### config.mk
export PLATFORM = sky130hd
export DESIGN_NAME = uart_rx_core
export DESIGN_NICKNAME = d
export VERILOG_FILES = /design/src/rtl/uart_rx_core.sv
export SDC_FILE = /design/constraint.sdc
export NUM_CORES = 1
export LEC_CHECK = 0
export BUFFER_PORTS_ARGS = -buffer_cell sky130_fd_sc_hd__buf_2
export CAP_MARGIN = 20
export CORE_MARGIN = 2
export CORE_UTILIZATION = 60
export CTS_BUF_LIST = sky130_fd_sc_hd__clkbuf_4
export DETAILED_ROUTE_END_ITERATION = 12
export GPL_ROUTABILITY_DRIVEN = 0
export GPL_TIMING_DRIVEN = 0
export PLACE_DENSITY = 0.83
export REMOVE_ABC_BUFFERS = 1
export SETUP_SLACK_MARGIN = 0.3
export SKIP_CTS_REPAIR_TIMING = 1
export SLEW_MARGIN = 10
export SYNTH_ARGS = -nofsm -noshare
export SYNTH_HDL_FRONTEND = slang
export SYNTH_SLANG_ARGS = --single-unit
export TNS_END_PERCENT = 5
### constraint.sdc
create_clock -name clk -period 2.3 [get_ports clk]
set_input_delay 0.46 -clock clk [delete_from_list [all_inputs] [get_ports clk]]
set_output_delay 0.46 -clock clk [all_outputs]
set_load 0.01 [all_outputs]
### src/rtl/uart_rx_core.sv
// uart_rx_core: oversampling UART receiver, 1 start / DBIT data (LSB first) / optional parity / stop.
// Latency: result pulses and rx_dout update one clk after the final stop-bit sample; rx path adds 2 clk sync.
// Backpressure: none; rx_done_tick is a 1-clk strobe that the consumer must catch.
// Optional feature: define UART_RX_PARITY_EN to add a parity bit (UART_RX_PARITY_ODD selects odd parity).
// Ports: clk, reset_n (async active-low), rx (serial in, idle high), s_tick (oversample strobe),
//        rx_dout (last good word), rx_done_tick / frame_err / parity_err (mutually exclusive pulses).
module uart_rx_core #(
  parameter int DBIT       = 8,
  parameter int OVERSAMPLE = 16,
  parameter int SB_TICK    = 16
) (
  input  logic            clk,
  input  logic            reset_n,
  input  logic            rx,
  input  logic            s_tick,
  output logic [DBIT-1:0] rx_dout,
  output logic            rx_done_tick,
  output logic            frame_err,
  output logic            parity_err
);

  localparam int TMAX = (OVERSAMPLE > SB_TICK) ? OVERSAMPLE : SB_TICK;
  localparam int TW   = $clog2(TMAX);
  localparam int BW   = $clog2(DBIT + 1);

  localparam logic [TW-1:0] T_MID  = TW'(OVERSAMPLE / 2 - 1);
  localparam logic [TW-1:0] T_BIT  = TW'(OVERSAMPLE - 1);
  localparam logic [TW-1:0] T_STOP = TW'(SB_TICK - 1);
  localparam logic [BW-1:0] B_LAST = BW'(DBIT - 1);

`ifdef UART_RX_PARITY_EN
`ifdef UART_RX_PARITY_ODD
  localparam logic PAR_ODD = 1'b1;
`else
  localparam logic PAR_ODD = 1'b0;
`endif
`endif

  typedef enum logic [2:0] {
    IDLE,
    START,
    DATA,
`ifdef UART_RX_PARITY_EN
    PARITY,
`endif
    STOP
  } state_t;

  state_t          state_q, state_d;
  logic [TW-1:0]   tick_q, tick_d;
  logic [BW-1:0]   bit_q, bit_d;
  logic [DBIT-1:0] shreg_q, shreg_d;
  logic [DBIT-1:0] dout_d;
  logic            done_d, ferr_d;

  // rx_sync[1] is the synchronised line; rx_sync[2] is its previous value for edge detection.
  // Resetting to 1 means an idle-high line never looks like a start edge after reset.
  logic [2:0] rx_sync;
  logic       rx_s, rx_prev;

  assign rx_s    = rx_sync[1];
  assign rx_prev = rx_sync[2];

  always_ff @(posedge clk or negedge reset_n) begin
    if (!reset_n) rx_sync <= 3'b111;
    else          rx_sync <= {rx_sync[1:0], rx};
  end

`ifdef UART_RX_PARITY_EN
  logic par_bad_q, par_bad_d;
  logic perr_d;
`endif

  always_comb begin
    state_d = state_q;
    tick_d  = tick_q;
    bit_d   = bit_q;
    shreg_d = shreg_q;
    dout_d  = rx_dout;
    done_d  = 1'b0;
    ferr_d  = 1'b0;
`ifdef UART_RX_PARITY_EN
    par_bad_d = par_bad_q;
    perr_d    = 1'b0;
`endif
    case (state_q)
      IDLE: begin
        // Only a 1->0 transition starts a frame, so a held-low (break) line cannot retrigger.
        if (rx_prev && !rx_s) begin
          state_d = START;
          tick_d  = '0;
        end
      end
      START: begin
        if (s_tick) begin
          if (tick_q == T_MID) begin
            if (!rx_s) begin
              state_d = DATA;
              tick_d  = '0;
              bit_d   = '0;
            end else begin
              state_d = IDLE;  // line went back high by mid start bit: glitch
            end
          end else begin
            tick_d = tick_q + 1'b1;
          end
        end
      end
      DATA: begin
        if (s_tick) begin
          if (tick_q == T_BIT) begin
            shreg_d = {rx_s, shreg_q[DBIT-1:1]};
            tick_d  = '0;
            bit_d   = bit_q + 1'b1;
            if (bit_q == B_LAST) begin
`ifdef UART_RX_PARITY_EN
              state_d = PARITY;
`else
              state_d = STOP;
`endif
            end
          end else begin
            tick_d = tick_q + 1'b1;
          end
        end
      end
`ifdef UART_RX_PARITY_EN
      PARITY: begin
        if (s_tick) begin
          if (tick_q == T_BIT) begin
            // Data XOR parity bit is 0 for a good even frame and 1 for a good odd frame.
            par_bad_d = (^shreg_q) ^ rx_s ^ PAR_ODD;
            tick_d    = '0;
            state_d   = STOP;
          end else begin
            tick_d = tick_q + 1'b1;
          end
        end
      end
`endif
      STOP: begin
        if (s_tick) begin
          if (tick_q == T_STOP) begin
            state_d = IDLE;
            // Framing error takes priority so at most one result pulse fires per frame.
            if (!rx_s) begin
              ferr_d = 1'b1;
`ifdef UART_RX_PARITY_EN
            end else if (par_bad_q) begin
              perr_d = 1'b1;
`endif
            end else begin
              dout_d = shreg_q;
              done_d = 1'b1;
            end
          end else begin
            tick_d = tick_q + 1'b1;
          end
        end
      end
      default: state_d = IDLE;
    endcase
  end

  always_ff @(posedge clk or negedge reset_n) begin
    if (!reset_n) begin
      state_q      <= IDLE;
      tick_q       <= '0;
      bit_q        <= '0;
      shreg_q      <= '0;
      rx_dout      <= '0;
      rx_done_tick <= 1'b0;
      frame_err    <= 1'b0;
    end else begin
      state_q      <= state_d;
      tick_q       <= tick_d;
      bit_q        <= bit_d;
      shreg_q      <= shreg_d;
      rx_dout      <= dout_d;
      rx_done_tick <= done_d;
      frame_err    <= ferr_d;
    end
  end

`ifdef UART_RX_PARITY_EN
  always_ff @(posedge clk or negedge reset_n) begin
    if (!reset_n) begin
      par_bad_q  <= 1'b0;
      parity_err <= 1'b0;
    end else begin
      par_bad_q  <= par_bad_d;
      parity_err <= perr_d;
    end
  end
`else
  assign parity_err = 1'b0;
`endif

endmodule

### Word-level counts from Yosys, hierarchy flattened

Index checks and enable logic that the tools add are counted.

* add/sub/neg operators: 2
* eq/ne operators: 17
* multiplexer cells: 32
* reduce and logical (&&, ||, !) cells: 10

Operator list (number)
* 4-bit 2-to-1 mux: 12
* 3-bit 2-to-1 mux: 8
* 2-bit != test, second input constant: 10
* 4-bit one-hot mux with 4 select lines: 1
* 3-bit one-hot mux with 4 select lines: 1
* 4-bit by 1-bit adder with 4-bit output, second input constant: 2
* 4-bit by 3-bit == test with 1-bit output, second input constant: 2
* 1-bit 2-to-1 mux: 8
* 4-bit one-hot mux with 2 select lines: 1
* 8-bit AND reduction: 1
* 7-bit AND reduction: 1
* 3-bit by 2-bit == test with 1-bit output, second input constant: 2
* 6-bit AND reduction: 1
* 4-bit == test, second input constant: 1
* 4-bit AND reduction: 1
* 4-bit nonzero test: 1
* 3-bit by 1-bit == test with 1-bit output, second input constant: 1
* 3-bit zero test: 1
* 3-bit != test, second input constant: 1
* 3-bit AND reduction: 1
* 2-bit 2-to-1 mux: 1
* 2-bit nonzero test: 1
* 1-bit logical AND: 1
* 1-bit zero test: 1

* flip-flop bits (word level): 32
* bits of input ports: 4
* output and inout bits: 11
* word-level logic and storage cells: 69

### Longest topological paths before layout

Gate-level depths: netlist of the first run.

* word-level depth: 5
* mapped depth: 7
* depth with buffers taken out: 6

### Worst setup path before layout of the first run

OpenSTA, ideal clock, no wires.

* kind: reg2reg
* start: register state_q[0]
* end: register state_q[1]
* setup time: 79 ps
* arrival time: 1533 ps
* data required time: 2221 ps
* setup slack: 687 ps
* stages on the path, launching flop included: 8
* buffers on the path: 1
* clock period less this slack: 1613 ps
* path through: dfrtp_1 inv_1 ha_1 buf_6 o21bai_1 o2111ai_1 nor4b_1 a2bb2oi_1

* cells in the longest elaborated chain, start to end: 3
* elaborated cells on any way between the ends: 14
* those cells by class: eq/ne: 11; mux: 1; reduce/logical: 2

Ends and longest elaborated chain
* from (decl): line 49 `state_t state_q, state_d;`
* from (signal assigned): line 175 `state_q <= state_d;`
* 3-bit by 2-bit == test with 1-bit output, or another cell as far along: line 86 `case (state_q)`
* 2-bit != test (no source line)
* 8-bit AND reduction (no source line)

Several ways; a longest one is shown, not always the timed one.
A chain may end at the register's enable or synchronous reset.

### Worst setup path in the final report of the first run

* start: register state_q[0]
* end: register tick_q[1]

* cells in the longest elaborated chain, start to end: 3
* elaborated cells on any way between the ends: 13
* those cells by class: eq/ne: 9; mux: 1; reduce/logical: 3

Ends and longest elaborated chain
* 3-bit by 1-bit == test with 1-bit output, or another cell as far along: line 86
* 3-bit != test (no source line), or another cell as far along
* 7-bit AND reduction (no source line)
* to (signal assigned): line 176 `tick_q <= tick_d;`
* to (decl): line 50 `logic [TW-1:0] tick_q, tick_d;`

Several ways; a longest one is shown, not always the timed one.

==> run summary, run 1 <==
status: complete, no violations
Syn Std Cell Area: 1530 um2
worst min-delay path class: in2async
Worst Path Required: 2.55 ns
WL/cell: 14.7 um
Filler cells: 200
nets: 151
setup_tns: 0 ns
global-route wire length before repair: 4350 um
Final WS setup: 0.474 ns
worst vdd ir: 0.544 mV
dpl hpwl: 1860 um
CTS tree: built
Power Density: 758 nW/um2
FF+latch area: 779 um2
Die X: 54.5 um
Pins Over Slew Limit: 0
ratio of cells with drive above 1 in the final layout: 35.2%
ANT nets after route: 0
Tcrit/Tclk final: 79.4%
Initial Util: 62.4%
grt ovf: 0
Setup crit start: state_q[0]
I/O Buffers: 13
total track usage: 21.9%
Area Growth Syn to Fin: 8.16%
Setup Skew: 0.0172 ns
Critical Path End Type: flop
Post-Syn Area per Cell: 12.3 um2
largest net degree at the start of global routing: 32
CTS Buf Count: 5
Via Count: 995
Yosys reg bits: 31
origin of the critical flop-to-flop path: state_q[0]
Yosys Warn Count: 0
Rel. slew slack: 56.5%
number of synthesized flops with an enable pin: 0
Hold Vio Cnt, Final: 0
Max Clk Rate: 0.548 GHz
crit-path max FO: 13
Clock Latency Late Sink: 0.34 ns
die area: 2970 um2
CORE AREA: 2450 um2
# rows: 18
CP startpoint kind: flop
1st-pass router iterations: 4
Post-synth ARST share: 100%
H-Tree Depth: 2
drt drc: 0
Worst-Margin Slew: 0.653 ns
critical path arrival: 2.07 ns
critical path class: reg2reg
Sinks on Clock Net: 31
cell count after synthesis: 125
min cycle time layout: 1.83 ns
unrepaired setup endpoints after global routing: false
Clk pin slew, worst setup/hold paths: 0.10 ns
pre-CTS setup slack: 0.315 ns
Ports: 15
root cell of the clock tree: clkbuf_4
DRT iter0 DRCs: 16
leakage: 0.830 nW
Max Cap Violations: 0
initial antenna violation count: 0
Primary FF master, synth: dfrtp_1
Vias/cell: 5.78
count of cell types in the netlist: 38
Clock Path Buffers: 2
total power: 1.26 mW
register area share after synthesis: 50.9%
Die Height: 54.5 um
area of the multi-input gates: 688 um2
Ant. Diodes: 0
vias in the first global route: 984
setup violators final: 0
Routed WL: 2530 um
==> stage by stage <==
stage                     std cells  cell area [um2]  utilization [%]  hold slack, ns
after detailed placement        164             1600             65.1           0.348
after floorplan                 121             1500                -           0.164
after global routing            172             1660             67.5           0.181
after global placement          164             1600             65.1           0.347
final                           172             1660             67.5           0.136
after CTS                       172             1660             67.4           0.152
==> report_power, final <==
group	switching (mW)	internal, mW
logic	0.199	0.135
clock network	0.181	0.142
registers	0.0262	0.573
==> cell type report <==
| cell class | instances | share of cell area (%) |
|---|---|---|
| sequential | 31 | 47.0 |
| multi-input combinational | 82 | 41.5 |
| timing repair buffer | 13 | 3.92 |
| clock buffer | 7 | 3.17 |
| tap | 30 | 2.26 |
| inverter | 8 | 1.81 |
| clock inverter | 1 | 0.302 |
==> worst max-delay path, stage by stage (launching register included) <==
cell and delay, ns:
dfrtp_1 0.41, inv_1 0.11, ha_2 0.29, nor3_2 0.35
a31o_1 0.20, o21a_2 0.19, mux2i_1 0.20
==> sequential cells by signal, indices dropped and copies added (netlist names) <==
name and cells:
rx_done_tick 1, rx_sync 3, bit_q 4, state_q 2
frame_err 1, tick_q 4, rx_dout 8, shreg_q 8
==> logic make-up (layout without fill, tap and decap cells) <==
kind of cell    count (synthesis)  after routing  synth area share (%)
fa+ha+maj                       6              6                  4.90
other cells                     1              1                 0.245
simple gates                   33             33                  14.4
mux                            20             20                  14.4
compound gates                 22             22                  10.9
flops                          31             31                  50.9
buf+inv                        12             29                  4.41
==> per-layer routing <==
| layer | global-route usage, % | wire length [um] |
|---|---|---|
| met4 | 10.0 | 59 |
| met3 | 9.02 | 118 |
| met2 | 35.5 | 1280 |
| met1 | 25.0 | 1070 |
| met5 | 0 | 0 |
==> synth_stat cells, types with 3 or more instances <==
library cell,instances,area [um2]
ha_1,6,75.1
inv_1,8,30.0
nand2_1,8,30.0
mux2_2,16,180
nor2_1,4,15.0
mux2i_1,4,40.0
nand2b_1,5,31.3
dfstp_2,3,78.8
a22o_1,3,26.3
dfrtp_1,28,701
o21ai_1,3,15.0
nand3_1,4,20.0
==> layout by cell type (no fill, tap or decap), drive strengths merged, types with 3 or more instances in the layout <==
cell type / synthesis / routed
dfrtp: 28 / 28
mux2: 16 / 16
buf: 4 / 13
inv: 8 / 8
nand2: 8 / 8
clkbuf: 0 / 7
ha: 6 / 6
o21ai: 6 / 6
nand2b: 5 / 5
nand3: 5 / 5
nor2: 4 / 4
mux2i: 4 / 4
a22o: 3 / 3
dfstp: 3 / 3
nor4b: 3 / 3
==> path summary, 6_finish.rpt <==
path	end	slack [ns]	depth (start not counted)
hold reg to reg	rx_sync[1]	0.36	0
max in group asynchronous	tick_q[1]	1.73	1
min in group clk	rx_sync[0]	0.23	1
setup / recovery	tick_q[1]	0.47	6
setup reg to reg	tick_q[1]	0.47	6
hold / removal	bit_q[0]	0.14	1
No activity file was read; power rests on OpenSTA's default activity.
==> run 2, diff against run 1 <==
--- a/config.mk
+++ b/config.mk
@@ -8,12 +8,12 @@
 export BUFFER_PORTS_ARGS = -buffer_cell sky130_fd_sc_hd__buf_2
 export CAP_MARGIN = 20
 export CORE_MARGIN = 2
-export CORE_UTILIZATION = 60
+export CORE_UTILIZATION = 54
 export CTS_BUF_LIST = sky130_fd_sc_hd__clkbuf_4
 export DETAILED_ROUTE_END_ITERATION = 12
 export GPL_ROUTABILITY_DRIVEN = 0
 export GPL_TIMING_DRIVEN = 0
-export PLACE_DENSITY = 0.83
+export PLACE_DENSITY = 0.79
 export REMOVE_ABC_BUFFERS = 1
 export SETUP_SLACK_MARGIN = 0.3
 export SKIP_CTS_REPAIR_TIMING = 1
==> constraint.sdc (replaced) <==
create_clock -name clk -period 1.6 [get_ports clk]
set_input_delay 0.32 -clock clk [delete_from_list [all_inputs] [get_ports clk]]
set_output_delay 0.32 -clock clk [all_outputs]
set_load 0.01 [all_outputs]
==> run 2 against run 1 <==
Net effect: the run now ends with negative setup slack left; worst setup slack got worse by 0.58 ns; non-clock buffer count grew 3; hold slack lost 0.11 ns; first-iteration DRC count rose to 2.6 times the previous value; die area increased by 10%; maximum frequency rose by 7.1%; combinational power increased by 75%; sequential share of layout area down 2.8 points; total power grew 53%; register-to-register slack got worse by 0.58 ns; critical path type unchanged.
==> run summary, run 2 (synthesized netlist as in run 1, its figures left out) <==
I/O Buffers: 13 (unchanged)
critical path arrival: 1.92 ns (-0.15 ns)
origin of the critical flop-to-flop path: state_q[0]
Tcrit/Tclk final: 107% (+27 points)
Max Cap Violations: 0 (unchanged)
CP startpoint kind: flop
WL/cell: 14.9 um (+1.2%)
Clk pin slew, worst setup/hold paths: 0.10 ns (about the same)
Vias/cell: 5.73 (-1.0%)
Via Count: 1008 (+1.3%)
failing checks: negative setup slack
total track usage: 17.5% (-4.4 points)
ratio of cells with drive above 1 in the final layout: 44.1% (+8.9 points)
nets: 154 (+2.0%)
Pins Over Slew Limit: 0 (unchanged)
worst vdd ir: 0.990 mV (+82%)
largest net degree at the start of global routing: 32 (unchanged)
drt drc: 0 (unchanged)
crit-path cells: inv_1 > ha_4 > nor3_4 > a31o_1 > o21a_2 > a22o_1
Worst Path Required: 1.82 ns (-0.73 ns)
Final Util: 64.8% (-2.8 points)
Sequential Power Share: 46.0% (-1.7 points)
Final WS setup: -0.105 ns (-0.579 ns)
pre-CTS setup slack: -0.386 ns (-0.701 ns)
Clock Latency Late Sink: 0.32 ns (-0.02 ns)
Worst-Margin Slew: 0.663 ns (+0.0100 ns)
worst min-delay path class: in2async
slowest CP cell: dfrtp_2
crit-path max FO: 10 (-3)
ANT nets after route: 0 (unchanged)
Hold Vio Cnt, Final: 0 (unchanged)
switching share of power: 32.7% (+0.35 points)
DRT iter0 DRCs: 41 (+25)
CORE AREA: 2730 um2 (+11%)
# rows: 19 (+1)
Critical Path End Type: flop
Filler cells: 223 (+12%)
Reg2Reg Setup Slack: -0.11 ns (-0.58 ns)
Post-DP Area: 1600 um2 (about the same)
Setup crit start: state_q[0]
Power Density: 1080 nW/um2 (+43%)
1st-pass router iterations: 4 (unchanged)
most frequent cells in the layout: dfrtp_1 (26), mux2_2 (16), buf_2 (13)
setup violators final: 7 (+7)
CTS Buf Count: 5 (unchanged)
min cycle time layout: 1.71 ns (-0.121 ns)
leakage: 0.841 nW (+1.4%)
Max Clk Rate: 0.586 GHz (+7.1%)
max incr delay on CP: 0.46 ns (+0.05 ns)
Setup Skew: 0.0118 ns (-0.00538 ns)
Routed WL: 2620 um (+3.5%)
critical path class: reg2reg
Ant. Diodes: 0 (unchanged)
P_int: 1.29 mW (+52%)
Placed Instances: 165 (+0.61%)
Layout Cells excl Fill: 176 (+2.3%)
Initial Util: 56.1% (-6.4 points)
grt ovf: 0 (unchanged)
Rel. slew slack: 55.8% (-0.67 points)
Worst Setup EP: tick_q[2]
post-route cell area: 1770 um2 (+6.8%)
Die X: 57.3 um (+5.0%)
FF-to-FF path depth: 6 (unchanged)
NetSw: 627 uW (+54%)
Ports: 15 (unchanged)
Die Height: 57.3 um (+5.0%)
global-route wire length before repair: 4340 um (-0.30%)
largest registers: rx_dout: 8 flops, shreg_q: 8 flops
CTS tree: built
Comb power frac: 30.6% (+4.1 points)
commonest non-fill, non-tap cell in the layout: dfrtp_1
Clock Path Buffers: 2 (unchanged)
unrepaired setup endpoints after global routing: true
Area Growth Syn to Fin: 15.5%
Clk network pwr share: 23.5% (-2.3 points)
tightest hold margin: 0.0207 ns (-0.115 ns)
dpl hpwl: 1720 um (-7.4%)
initial antenna violation count: 0 (unchanged)
R2R Path End: tick_q[2]
die area: 3280 um2 (+10%)
status: finished, violations left
H-Tree Depth: 2 (unchanged)
root cell of the clock tree: clkbuf_4
vias in the first global route: 947 (-3.8%)
Sinks on Clock Net: 31 (unchanged)
[run 2: routing by layer]
metal	global-route usage [%]	vias up	share of wire (%)
met5	0	-	0
met4	6.31	0	1.3
met3	6.12	5	3.2
met2	26.9	16	50
met1	23.1	497	46
li1	-	490	-
[run 2: power by group through the flow]
stage	Clock (mW)	Sequential, mW	Combinational, mW
global route	0.507	0.889	0.651
detailed placement	0	0.877	0.478
finish	0.450	0.882	0.586
global placement	0	0.875	0.452
CTS	0.467	0.862	0.484
floorplan	0	0.868	0.380
[run 2: worst min path at each step]
| stage | from | end | slack [ns] | cells past startpoint |
|---|---|---|---|---|
| after global placement | rx_sync[0] | rx_sync[1] | 0.35 | 0 |
| after floorplan | reset_n | bit_q[0] | 0.02 | 0 |
| after detailed placement | rx_sync[0] | rx_sync[1] | 0.35 | 0 |
| final | reset_n | rx_dout[0] | 0.02 | 1 |
| after CTS | reset_n | bit_q[0] | 0.04 | 1 |
| after global routing | reset_n | bit_q[0] | 0.06 | 1 |
[run 2: through the flow]
stage                     power (mW)  setup TNS (ns)
after floorplan                 1.25          -0.533
after global placement          1.33           -3.03
after detailed placement        1.36           -4.40
after CTS                       1.81           -4.94
after global routing            2.05           -1.93
final                           1.92          -0.476
[run 2: area by class of cell]
class / instances / area, um2 / area share [%]
well taps: 31 / 38.8 / 2.19
clock inverters: 1 / 5.00 / 0.283
multi-input cells: 82 / 774 / 43.7
inverters: 8 / 30.0 / 1.70
flip-flops and latches: 31 / 782 / 44.2
clock buffers: 7 / 52.6 / 2.97
repair buffers: 16 / 87.6 / 4.95
[run 2: worst max-delay path: cells and delay by family (launching register included)]
family | cells | cell delay (ns)
AOI/OAI and AO/OA | 3 | 0.67
adders and majority gates | 1 | 0.24
and+or+nand+nor | 1 | 0.07
DFF | 1 | 0.46
buffers and inverters | 1 | 0.16
==> run 3, diff against run 2 <==
--- a/config.mk
+++ b/config.mk
@@ -7,6 +7,7 @@
 export LEC_CHECK = 0
 export BUFFER_PORTS_ARGS = -buffer_cell sky130_fd_sc_hd__buf_2
 export CAP_MARGIN = 20
+export CORE_ASPECT_RATIO = 1.1
 export CORE_MARGIN = 2
 export CORE_UTILIZATION = 54
 export CTS_BUF_LIST = sky130_fd_sc_hd__clkbuf_4
==> run 3 against run 2 <==
Net effect: the flow still finishes with violations (negative setup slack); sequential share of layout area decreased by 1.3 points; core utilization increased by 2.0 points; sequential power decreased by 0.7%; largest power group unchanged; clock power increased by 31%; flip-flop and latch count unchanged; register-to-register slack got worse by 0.04 ns; total power increased by 13%.
==> run summary, run 3 (synthesized netlist as in run 1, its figures left out) <==
post-route cell area: 1820 um2 (+2.9%)
drt drc: 0 (unchanged)
unrepaired setup endpoints after global routing: true
Final Util: 66.8% (+2.0 points)
commonest non-fill, non-tap cell in the layout: dfrtp_1
Ant. Diodes: 0 (unchanged)
Power Density: 1190 nW/um2 (+10%)
Placed Instances: 167 (+1.2%)
Final WS setup: -0.149 ns (-0.0440 ns)
CTS Buf Count: 5 (unchanged)
R2R Path End: state_q[1]
ANT nets after route: 0 (unchanged)
leakage: 0.876 nW (+4.1%)
origin of the critical flop-to-flop path: state_q[1]
Pins Over Slew Limit: 0 (unchanged)
max incr delay on CP: 0.45 ns (about the same)
slowest CP cell: dfrtp_1
Max Cap Violations: 0 (unchanged)
Clk pin slew, worst setup/hold paths: 0.10 ns (about the same)
initial antenna violation count: 0 (unchanged)
die area: 3280 um2 (about the same)
Setup Skew: 0.0140 ns (+0.00218 ns)
nets: 159 (+3.2%)
Worst-Margin Slew: 0.676 ns (+0.0126 ns)
Sinks on Clock Net: 31 (unchanged)
global-route wire length before repair: 4580 um (+5.6%)
H-Tree Depth: 2 (unchanged)
crit-path max FO: 7 (-3)
Clock Latency Late Sink: 0.33 ns (about the same)
CP startpoint kind: flop
Post-DP Area: 1600 um2 (+0.16%)
1st-pass router iterations: 4 (unchanged)
Area Growth Syn to Fin: 18.9%
FF-to-FF path depth: 6 (unchanged)
total track usage: 20.2% (+2.7 points)
WL/cell: 15.2 um (+1.9%)
min cycle time layout: 1.75 ns (+0.0440 ns)
largest registers: rx_dout: 8 flops, shreg_q: 8 flops
failing checks: negative setup slack
Layout Cells excl Fill: 182 (+3.4%)
CORE AREA: 2730 um2 (-0.23%)
Worst Setup EP: state_q[1]
Via Count: 1030 (+2.2%)
most frequent cells in the layout: dfrtp_1 (27), mux2_2 (16), buf_2 (13)
setup_tns: -0.960 ns (-0.484 ns)
vias in the first global route: 1039 (+9.7%)
Hold Vio Cnt, Final: 0 (unchanged)
largest net degree at the start of global routing: 32 (unchanged)
Worst Path Required: 1.86 ns (+0.04 ns)
dpl hpwl: 1780 um (+3.5%)
Filler cells: 210 (-5.8%)
critical path's top delay family: simple AND/OR/NAND/NOR gates
Initial Util: 56.2% (+0.13 points)
Rel. slew slack: 55.0% (-0.84 points)
DRT iter0 DRCs: 13 (-68%)
worst min-delay path class: in2async
Clock Path Buffers: 2 (unchanged)
Buf+Inv Stages, Crit Path: 1 (unchanged)
critical path arrival: 2.01 ns (+0.09 ns)
CTS tree: built
Ports: 15 (unchanged)
critical path class: reg2reg
setup violators final: 21 (+14)
Die Height: 59.9 um (+4.5%)
crit-path cells: inv_2 > ha_4 > and4bb_1 > o2111ai_2 > nor4b_2 > a2bb2oi_1
Critical Path End Type: flop
tightest hold margin: 0.0175 ns (-0.00315 ns)
Reg2Reg Setup Slack: -0.15 ns (-0.04 ns)
Tcrit/Tclk final: 109% (+2.7 points)
I/O Buffers: 13 (unchanged)
worst vdd ir: 0.850 mV (-14%)
Max Clk Rate: 0.572 GHz (-2.5%)
# rows: 20 (+1)
Setup crit start: state_q[1]
Vias/cell: 5.66 (-1.2%)
grt ovf: 0 (unchanged)
Die X: 54.8 um (-4.3%)
status: finished, violations left
Routed WL: 2760 um (+5.4%)
ratio of cells with drive above 1 in the final layout: 45.6% (+1.5 points)
Critical Path Stages: 6 (unchanged)
root cell of the clock tree: clkbuf_4
[run 3: changes by cell type in the layout (fill, tap and decap cells not counted), sizes merged]
cell,before,now
bufinv,0,1
clkbuf,7,6
clkinv,1,0
buf,16,21
[run 3: power by group]
part           total, mW  leakage (nW)  internal (mW)  switching (mW)
Combinational      0.706         0.416          0.342           0.365
Clock              0.591        0.0417          0.339           0.253
Sequential         0.876         0.418          0.827          0.0494
Total               2.17         0.876           1.51           0.667
[run 3: metrics by stage]
stage,power [mW],setup slack (ns)
CTS,1.95,-0.391
global placement,1.33,-0.314
detailed placement,1.36,-0.380
finish,2.17,-0.149
floorplan,1.25,-0.163
global route,2.30,-0.266
[run 3: worst min path at each step]
| stage | startpoint | endpoint | slack [ns] | depth (start not counted) |
|---|---|---|---|---|
| 3_3_place_gp | rx_sync[0] | rx_sync[1] | 0.35 | 0 |
| 4_1_cts | reset_n | state_q[0] | 0.03 | 1 |
| 3_5_place_dp | rx_sync[0] | rx_sync[1] | 0.35 | 0 |
| 5_1_grt | reset_n | rx_done_tick | 0.05 | 1 |
| 6_report | reset_n | bit_q[3] | 0.02 | 1 |
| 2_1_floorplan | reset_n | bit_q[0] | 0.02 | 0 |
[run 3: cell type report]
type | instances | area (um2) | area share, %
multi-input cells | 82 | 769 | 42.2
inverters | 8 | 30.0 | 1.65
clock inverters | 1 | 30.0 | 1.65
well taps | 33 | 41.3 | 2.27
clock buffers | 6 | 45.0 | 2.47
flip-flops and latches | 31 | 781 | 42.9
repair buffers | 21 | 125 | 6.87
[run 3: metal layers]
| layer | wire length (um) | track usage (%) |
|---|---|---|
| met5 | 0 | 0 |
| met2 | 1480 | 31.6 |
| met1 | 1140 | 24.1 |
| met3 | 86 | 8.25 |
| met4 | 49 | 8.57 |
[run 3: worst reg2reg max path: cells and delay by family (launching register included)]
| kind | cells | cell delay, ns |
|---|---|---|
| simple gates | 2 | 0.62 |
| flops | 1 | 0.45 |
| compound gates | 2 | 0.34 |
| fa+ha+maj | 1 | 0.19 |
| buf+inv | 1 | 0.09 |
